`config.mk`:
```
export PLATFORM = sky130hd
export DESIGN_NAME = pattern_input_ctrl
export DESIGN_NICKNAME = d
export VERILOG_FILES = /design/src/rtl/pattern_input_ctrl.sv
export SDC_FILE = /design/constraint.sdc
export NUM_CORES = 1
export LEC_CHECK = 0
export CAP_MARGIN = 20
export CORE_ASPECT_RATIO = 0.5
export CORE_MARGIN = 2
export CORE_UTILIZATION = 34
export CTS_BUF_LIST = sky130_fd_sc_hd__clkbuf_4
export DETAILED_ROUTE_END_ITERATION = 10
export PLACE_DENSITY_LB_ADDON = 0.05
export SLEW_MARGIN = 5
export SYNTH_ARGS = -nofsm -noshare
export SYNTH_HDL_FRONTEND = slang
export SYNTH_SLANG_ARGS = --single-unit
export TNS_END_PERCENT = 5
```
`constraint.sdc`:
```
create_clock -name iClock -period 4.8 [get_ports iClock]
set_input_delay 0.96 -clock iClock [delete_from_list [all_inputs] [get_ports iClock]]
set_output_delay 0.96 -clock iClock [all_outputs]
set_load 0.005 [all_outputs]
```
`src/rtl/pattern_input_ctrl.sv`:
```
// -----------------------------------------------------------------------------
// pattern_input_ctrl
//
// Round controller for the player-input phase of the memory game. When a round
// starts it latches the target sequence and the required number of entries.
// It then watches the four pushbuttons for presses and checks each press
// against the next expected entry. While the player plays it drives the shared
// box drawer: the pressed box is highlighted on a correct press and cleared
// again once every key is released. A round ends with a one-cycle oDone when
// every entry has matched. It ends with a one-cycle oLost on a wrong key or
// when several keys go down in the same cycle.
//
// Ports
//   iClock      system clock, all state on the rising edge
//   iResetn     asynchronous active-low reset
//   iStart      begin a round (only looked at while idle)
//   iLevel      entries required this round, saturated to MAX_LEN
//   iPattern    entry k = bits [2k+1:2k], key index 0..3
//   iKey        active-low pushbuttons, already synchronised to iClock
//   oBoxReq     draw request to the box drawer
//   oBoxX/Y     top-left corner of the box to draw
//   oBoxColour  colour of the box to draw
//   iBoxDone    one-cycle completion pulse from the drawer
//   oBusy       high whenever a round is in progress (any state but idle)
//   oMatched    number of correct entries so far this round
//   oDone       one-cycle pulse, round passed
//   oLost       one-cycle pulse, round failed
// -----------------------------------------------------------------------------
module pattern_input_ctrl #(
    parameter int unsigned MAX_LEN    = 16,
    parameter logic [2:0]  HI_COLOUR  = 3'd5,
    parameter logic [2:0]  CLR_COLOUR = 3'd7
) (
    input  logic                   iClock,
    input  logic                   iResetn,
    input  logic                   iStart,
    input  logic [4:0]             iLevel,
    input  logic [2*MAX_LEN-1:0]   iPattern,
    input  logic [3:0]             iKey,
    output logic                   oBoxReq,
    output logic [7:0]             oBoxX,
    output logic [6:0]             oBoxY,
    output logic [2:0]             oBoxColour,
    input  logic                   iBoxDone,
    output logic                   oBusy,
    output logic [4:0]             oMatched,
    output logic                   oDone,
    output logic                   oLost
);

    // Wide enough to hold the value MAX_LEN itself (round length).
    localparam int unsigned LEN_W = $clog2(MAX_LEN + 1);

    typedef enum logic [2:0] {
        S_IDLE     = 3'd0,
        S_WAIT_KEY = 3'd1,
        S_DRAW_HI  = 3'd2,
        S_WAIT_REL = 3'd3,
        S_DRAW_CLR = 3'd4,
        S_LOST     = 3'd5,
        S_DONE     = 3'd6
    } state_e;

    // -------------------------------------------------------------------------
    // Helper functions
    // -------------------------------------------------------------------------

    // Number of bits set in a 4-bit vector (0..4).
    function automatic logic [2:0] popcount4(input logic [3:0] v);
        popcount4 = {2'b00, v[0]} + {2'b00, v[1]} + {2'b00, v[2]} + {2'b00, v[3]};
    endfunction

    // Key index of a one-hot press vector; only meaningful when exactly one bit is set.
    function automatic logic [1:0] onehot_to_key(input logic [3:0] v);
        case (v)
            4'b0001: onehot_to_key = 2'd0;
            4'b0010: onehot_to_key = 2'd1;
            4'b0100: onehot_to_key = 2'd2;
            4'b1000: onehot_to_key = 2'd3;
            default: onehot_to_key = 2'd0;
        endcase
    endfunction

    // Screen position {x[7:0], y[6:0]} of the 24x24 box belonging to each key.
    function automatic logic [14:0] box_pos(input logic [1:0] key);
        case (key)
            2'd0:    box_pos = {8'd38, 7'd69};
            2'd1:    box_pos = {8'd68, 7'd84};
            2'd2:    box_pos = {8'd68, 7'd54};
            2'd3:    box_pos = {8'd98, 7'd69};
            default: box_pos = {8'd0,  7'd0};
        endcase
    endfunction

    // Entry 'idx' of the latched pattern. Written as a compare loop so that
    // every bit select uses a constant index.
    function automatic logic [1:0] pattern_entry(input logic [2*MAX_LEN-1:0] pat,
                                                 input logic [LEN_W-1:0]     idx);
        pattern_entry = 2'd0;
        for (int i = 0; i < int'(MAX_LEN); i++) begin
            if (idx == LEN_W'(i)) begin
                pattern_entry = pat[2*i +: 2];
            end else begin
                pattern_entry = pattern_entry;
            end
        end
    endfunction

    // -------------------------------------------------------------------------
    // State
    // -------------------------------------------------------------------------
    state_e               state_q,   state_d;
    logic [3:0]           key_prev_q;
    logic [2*MAX_LEN-1:0] pattern_q, pattern_d;
    logic [LEN_W-1:0]     len_q,     len_d;
    logic [LEN_W-1:0]     idx_q,     idx_d;
    logic                 req_q,     req_d;
    logic [7:0]           x_q,       x_d;
    logic [6:0]           y_q,       y_d;
    logic [2:0]           col_q,     col_d;
    logic                 busy_q,    busy_d;
    logic [4:0]           matched_q, matched_d;
    logic                 done_q,    done_d;
    logic                 lost_q,    lost_d;

    // -------------------------------------------------------------------------
    // Derived signals
    // -------------------------------------------------------------------------
    logic [3:0]       press_s;
    logic [2:0]       press_cnt_s;
    logic [1:0]       press_key_s;
    logic [1:0]       expected_key_s;
    logic [LEN_W-1:0] idx_inc_s;
    logic [LEN_W-1:0] level_sat_s;

    // Press detection, next expected entry and saturated round length.
    always_comb begin
        // A press is a high-to-low edge of an active-low key.
        press_s        = key_prev_q & ~iKey;
        press_cnt_s    = popcount4(press_s);
        press_key_s    = onehot_to_key(press_s);
        expected_key_s = pattern_entry(pattern_q, idx_q);
        idx_inc_s      = idx_q + LEN_W'(1);
        if ({27'd0, iLevel} > 32'(MAX_LEN)) begin
            level_sat_s = LEN_W'(MAX_LEN);
        end else begin
            level_sat_s = LEN_W'(iLevel);
        end
    end

    // Next-state and next-output logic for the round FSM.
    always_comb begin
        state_d   = state_q;
        pattern_d = pattern_q;
        len_d     = len_q;
        idx_d     = idx_q;
        req_d     = req_q;
        x_d       = x_q;
        y_d       = y_q;
        col_d     = col_q;
        matched_d = matched_q;
        done_d    = 1'b0;
        lost_d    = 1'b0;

        case (state_q)
            S_IDLE: begin
                if (iStart) begin
                    pattern_d = iPattern;
                    len_d     = level_sat_s;
                    idx_d     = '0;
                    matched_d = 5'd0;
                    if (level_sat_s == '0) begin
                        state_d = S_DONE;
                        done_d  = 1'b1;
                    end else begin
                        state_d = S_WAIT_KEY;
                    end
                end else begin
                    state_d = S_IDLE;
                end
            end

            S_WAIT_KEY: begin
                if (press_cnt_s == 3'd0) begin
                    state_d = S_WAIT_KEY;
                end else if (press_cnt_s != 3'd1) begin
                    state_d = S_LOST;
                    lost_d  = 1'b1;
                end else if (press_key_s == expected_key_s) begin
                    // Request is raised together with the state change so the
                    // drawer sees it one cycle after the press.
                    state_d    = S_DRAW_HI;
                    req_d      = 1'b1;
                    {x_d, y_d} = box_pos(press_key_s);
                    col_d      = HI_COLOUR;
                end else begin
                    state_d = S_LOST;
                    lost_d  = 1'b1;
                end
            end

            S_DRAW_HI: begin
                // Further presses are deliberately ignored while drawing.
                if (iBoxDone) begin
                    req_d   = 1'b0;
                    state_d = S_WAIT_REL;
                end else begin
                    state_d = S_DRAW_HI;
                end
            end

            S_WAIT_REL: begin
                if (iKey == 4'hF) begin
                    // Same box as the highlight: x/y are still held.
                    state_d = S_DRAW_CLR;
                    req_d   = 1'b1;
                    col_d   = CLR_COLOUR;
                end else begin
                    state_d = S_WAIT_REL;
                end
            end

            S_DRAW_CLR: begin
                if (iBoxDone) begin
                    req_d     = 1'b0;
                    idx_d     = idx_inc_s;
                    matched_d = matched_q + 5'd1;
                    if (idx_inc_s == len_q) begin
                        state_d = S_DONE;
                        done_d  = 1'b1;
                    end else begin
                        state_d = S_WAIT_KEY;
                    end
                end else begin
                    state_d = S_DRAW_CLR;
                end
            end

            S_LOST: begin
                state_d = S_IDLE;
            end

            S_DONE: begin
                state_d = S_IDLE;
            end

            default: begin
                // Unreachable encoding: recover to idle with the drawer released.
                state_d = S_IDLE;
                req_d   = 1'b0;
            end
        endcase

        busy_d = (state_d != S_IDLE);
    end

    // State and registered outputs; the key history updates every cycle in every state.
    always_ff @(posedge iClock or negedge iResetn) begin
        if (!iResetn) begin
            state_q    <= S_IDLE;
            key_prev_q <= 4'hF;
            pattern_q  <= '0;
            len_q      <= '0;
            idx_q      <= '0;
            req_q      <= 1'b0;
            x_q        <= 8'd0;
            y_q        <= 7'd0;
            col_q      <= 3'd0;
            busy_q     <= 1'b0;
            matched_q  <= 5'd0;
            done_q     <= 1'b0;
            lost_q     <= 1'b0;
        end else begin
            state_q    <= state_d;
            key_prev_q <= iKey;
            pattern_q  <= pattern_d;
            len_q      <= len_d;
            idx_q      <= idx_d;
            req_q      <= req_d;
            x_q        <= x_d;
            y_q        <= y_d;
            col_q      <= col_d;
            busy_q     <= busy_d;
            matched_q  <= matched_d;
            done_q     <= done_d;
            lost_q     <= lost_d;
        end
    end

    assign oBoxReq    = req_q;
    assign oBoxX      = x_q;
    assign oBoxY      = y_q;
    assign oBoxColour = col_q;
    assign oBusy      = busy_q;
    assign oMatched   = matched_q;
    assign oDone      = done_q;
    assign oLost      = lost_q;

endmodule
```
==> results by group <==
Logic synthesis
  – Leading area contributor after synthesis: dfrtp_1
  – Post-synthesis cell area: 3600 sq um
  – Netlist cell types: 54
  – Avg Cell Area, Syn: between 8 and 9 sq um
  – Post-synth EDFFs: 0
  – Gate count after technology mapping: 408
  – Simple-gate share of the synthesized area: 24.7%
  – Top cells by area, synth: dfrtp_1 44%, nand2_1 13%, ha_1 4.9%
  – Post-synthesis sequential area ratio: between 40% and 50%
  – Async S/R FF share, synth: 100%
  – Ys Warns: 0
  – Post-Synth XOR/XNOR Area: 2.92%
  – Main flop type after synthesis: dfrtp_1
  – Post-synth top cells: 126 x nand2_1, 63 x dfrtp_1, 22 x a21oi_1
  – Compound-cell area share of the yosys netlist: 11.4%
  – Mux contribution to synthesized area: 2.22%
  – Count leader, synth: nand2_1
  – Main combinational cell family by area after synthesis: simple AND/OR/NAND/NOR gates
  – Adder-cell area share of the yosys netlist: 5.42%
  – Yosys reg bits: 67
  – Post-synth top area share: 43.8%

Floorplanning
  – Core Footprint: 10200 sq um
  – FP Rows: 26
  – Initial core utilization: 35.2%
  – I/O pins: 72
  – Die W: 150 um
  – Die area: about 11000 sq um
  – Die height: 76.8 um

Route
  – DR vias: 2937
  – Residual DRC count: 0
  – Drt wl/cell: 13.9 um
  – Number of iterations in the first detailed-routing pass: 4
  – Vias per std cell: 4.82
  – 1st-iter DRT viols: 158
  – Final antenna-violating net count: 0
  – Final wirelength: 8480 um

Hold path
  – Hold EP: pattern_q[6]
  – Worst hold path class: reg -> reg
  – Hold-critical path depth: 2
  – Hold Crit Start: pattern_q[6]

STA
  – Final Skew: between 10 and 15 ps
  – RSZ-0062 raised after global routing: false
  – Slew @ Worst Pin: 869 ps
  – Final period util: 70.9%
  – Final slew viol count: 0
  – Max_slew headroom: 42.1%
  – Crit path time final: 3400 ps
  – Final setup vio count: 0
  – Total negative slack: 0 ps
  – Peak Freq: 294 MHz
  – Final hold vios: 0
  – Hold slack: 487 ps

Clock tree
  – CTS tree: built
  – Setup Buffers After CTS: 0
  – Clock H-tree levels: 3
  – Cts hold-fix bufs: 0
  – CTS Buf Count: 9
  – Clk buf depth: 2
  – Root Driver: clkbuf_4
  – Clock tree sinks: 67
  – Clock Latency Late Sink: around 420 ps
  – Resize count post-CTS: 0
  – Clk slew on worst S/H paths: roughly 100 ps

Placed design
  – Area after DPL: 4320 sq um
  – DP Wirelength: 6010 um
  – Final GP Congestion: 0.874
  – I/O Buffers: 66

Power and ir drop
  – NetSw: 862 uW
  – Power, Total: 2.27 mW
  – Switching Fraction: approximately two fifths
  – Worst vdd ir: 0.135 mV
  – Pint: between 1 and 1.5 mW
  – Sequential share of power: 42.1%
  – Pwr Density: 509 nW/um^2
  – Clk pwr share: 16.6%
  – Logic pwr share: 41.3%
  – LEAKAGE: 2.05 nW

Worst setup path
  – CP endpoint kind: flip-flop
  – RR Startpoint: idx_q[0]
  – R2r worst-path depth: 9
  – Reg2reg setup slack: 1400 ps
  – Critical Path AT: 3720 ps
  – Largest fanout on the critical path: 18
  – Required @ worst endpoint: between 5000 and 6000 ps
  – Worst Setup Path Type: reg -> reg
  – RR Endpoint: oBoxY[4]
  – Setup crit start kind: flip-flop

Global route
  – All-Layer GR Usage: 15.8%
  – Largest net degree at the start of global routing: 68
  – Total congestion overflow: 0
  – First-pass GRT wire length: 14300 um
  – Number of global-route vias before repair: about 3000
  – Initial antenna violation count: 0

Layout
  – Fin area: 4450 sq um
  – Area Overhead vs Synth: 23.6%
  – Share of cells above drive strength 1: 7.68%
  – Antenna fix cells: 0
  – NumNets Final: 524

Run
  – MaxCap Viol Count: 0

Outcome
  – Status: completed
==> critical path: stages, from the launching register on <==
cell and delay [ps]:
dfrtp_1 470, ha_1 460, and3_1 290, ha_1 240, a221o_1 360, o41ai_2 480
xnor2_1 170, nor4_2 280, buf_4 230, mux2_4 310
==> power by group through the flow <==
| stage | Clock (mW) | Sequential (mW) | Combinational [mW] |
|---|---|---|---|
| 2_1_floorplan | 0 | 0.903 | 0.657 |
| 3_3_place_gp | 0 | 0.967 | 0.924 |
| 3_5_place_dp | 0 | 0.971 | 0.941 |
| 4_1_cts | 0.395 | 0.961 | 0.950 |
| 5_1_grt | 0.418 | 0.986 | 1.06 |
| 6_report | 0.376 | 0.954 | 0.936 |
==> routing by layer <==
| metal | share of wire (%) | GRT usage, % | vias up |
|---|---|---|---|
| met4 | 0.55 | 4.86 | 0 |
| li1 | - | - | 1466 |
| met1 | 49 | 20.6 | 1387 |
| met2 | 47 | 24.9 | 78 |
| met3 | 4.1 | 5.06 | 6 |
| met5 | 0 | 0 | - |
==> how the worst max path moves through the flow <==
stage | startpoint | endpoint | slack [ps] | depth (start not counted)
after floorplan | iKey[3] | oBoxY[4] | 1660 | 9
after global placement | iKey[3] | oBoxY[5] | 1120 | 10
after detailed placement | iKey[3] | oBoxY[5] | 1020 | 10
after CTS | idx_q[0] | oBoxY[4] | 1380 | 9
after global routing | idx_q[0] | oBoxY[4] | 1240 | 9
final | idx_q[0] | oBoxY[4] | 1400 | 9
==> sequential cells by signal, indices dropped and copies added, names as in the netlist, 2 cells and up <==
register	cells
oBoxY	4
oBoxColour	2
key_prev_q	4
pattern_q	32
idx_q	5
len_q	5
oMatched	5
oBoxX	3
state_q	3
==> cell families (layout without fill, tap and decap cells) <==
group | Yosys count | in the layout
AND/OR/NAND/NOR | 193 | 193
flip-flops | 67 | 67
AO/OA/AOI/OAI | 66 | 66
buffers and inverters | 47 | 104
adder cells (fa/ha/maj) | 15 | 15
XOR/XNOR | 12 | 12
multiplexers | 7 | 7
other | 1 | 5
==> metrics by stage <==
| step | utilization [%] | std cells | setup WS (ps) |
|---|---|---|---|
| global placement | 42.1 | 593 | 1120 |
| finish | 43.4 | 609 | 1400 |
| floorplan | - | 412 | 1660 |
| global route | 43.4 | 609 | 1240 |
| detailed placement | 42.1 | 593 | 1020 |
| CTS | 43.4 | 609 | 1380 |
==> placed cells by master (no fill, tap or decap), drive strengths merged, types with 3 or more instances in the layout <==
master         netlist  final
nand2              126    126
nor2                16     16
clkbuf              13     13
o21ai               22     22
buf                 16      5
nand3                6      6
nand2b               5      5
nand3b               5      5
nor2b                8      8
clkdlybuf4s50        0     65
dfrtp               63     63
nor3b                3      3
mux2i                5      5
nor4b                4      4
a21oi               22     22
conb                 1      5
inv                 18     18
xnor2                5      5
nand4                3      3
xor2                 7      7
ha                  14     14
a32oi                4      4
dfstp                4      4
nor3                 3      3
==> layout make-up <==
class / instances / area [sq um]
multi-input combinational: 298 / 1710
fill: 1040 / 5800
sequential: 67 / 1680
clock buffer: 13 / 97.6
timing repair buffer: 70 / 686
clock inverter: 3 / 38.8
tap: 140 / 175
inverter: 18 / 67.6
Power figures use the tool's default switching activity.
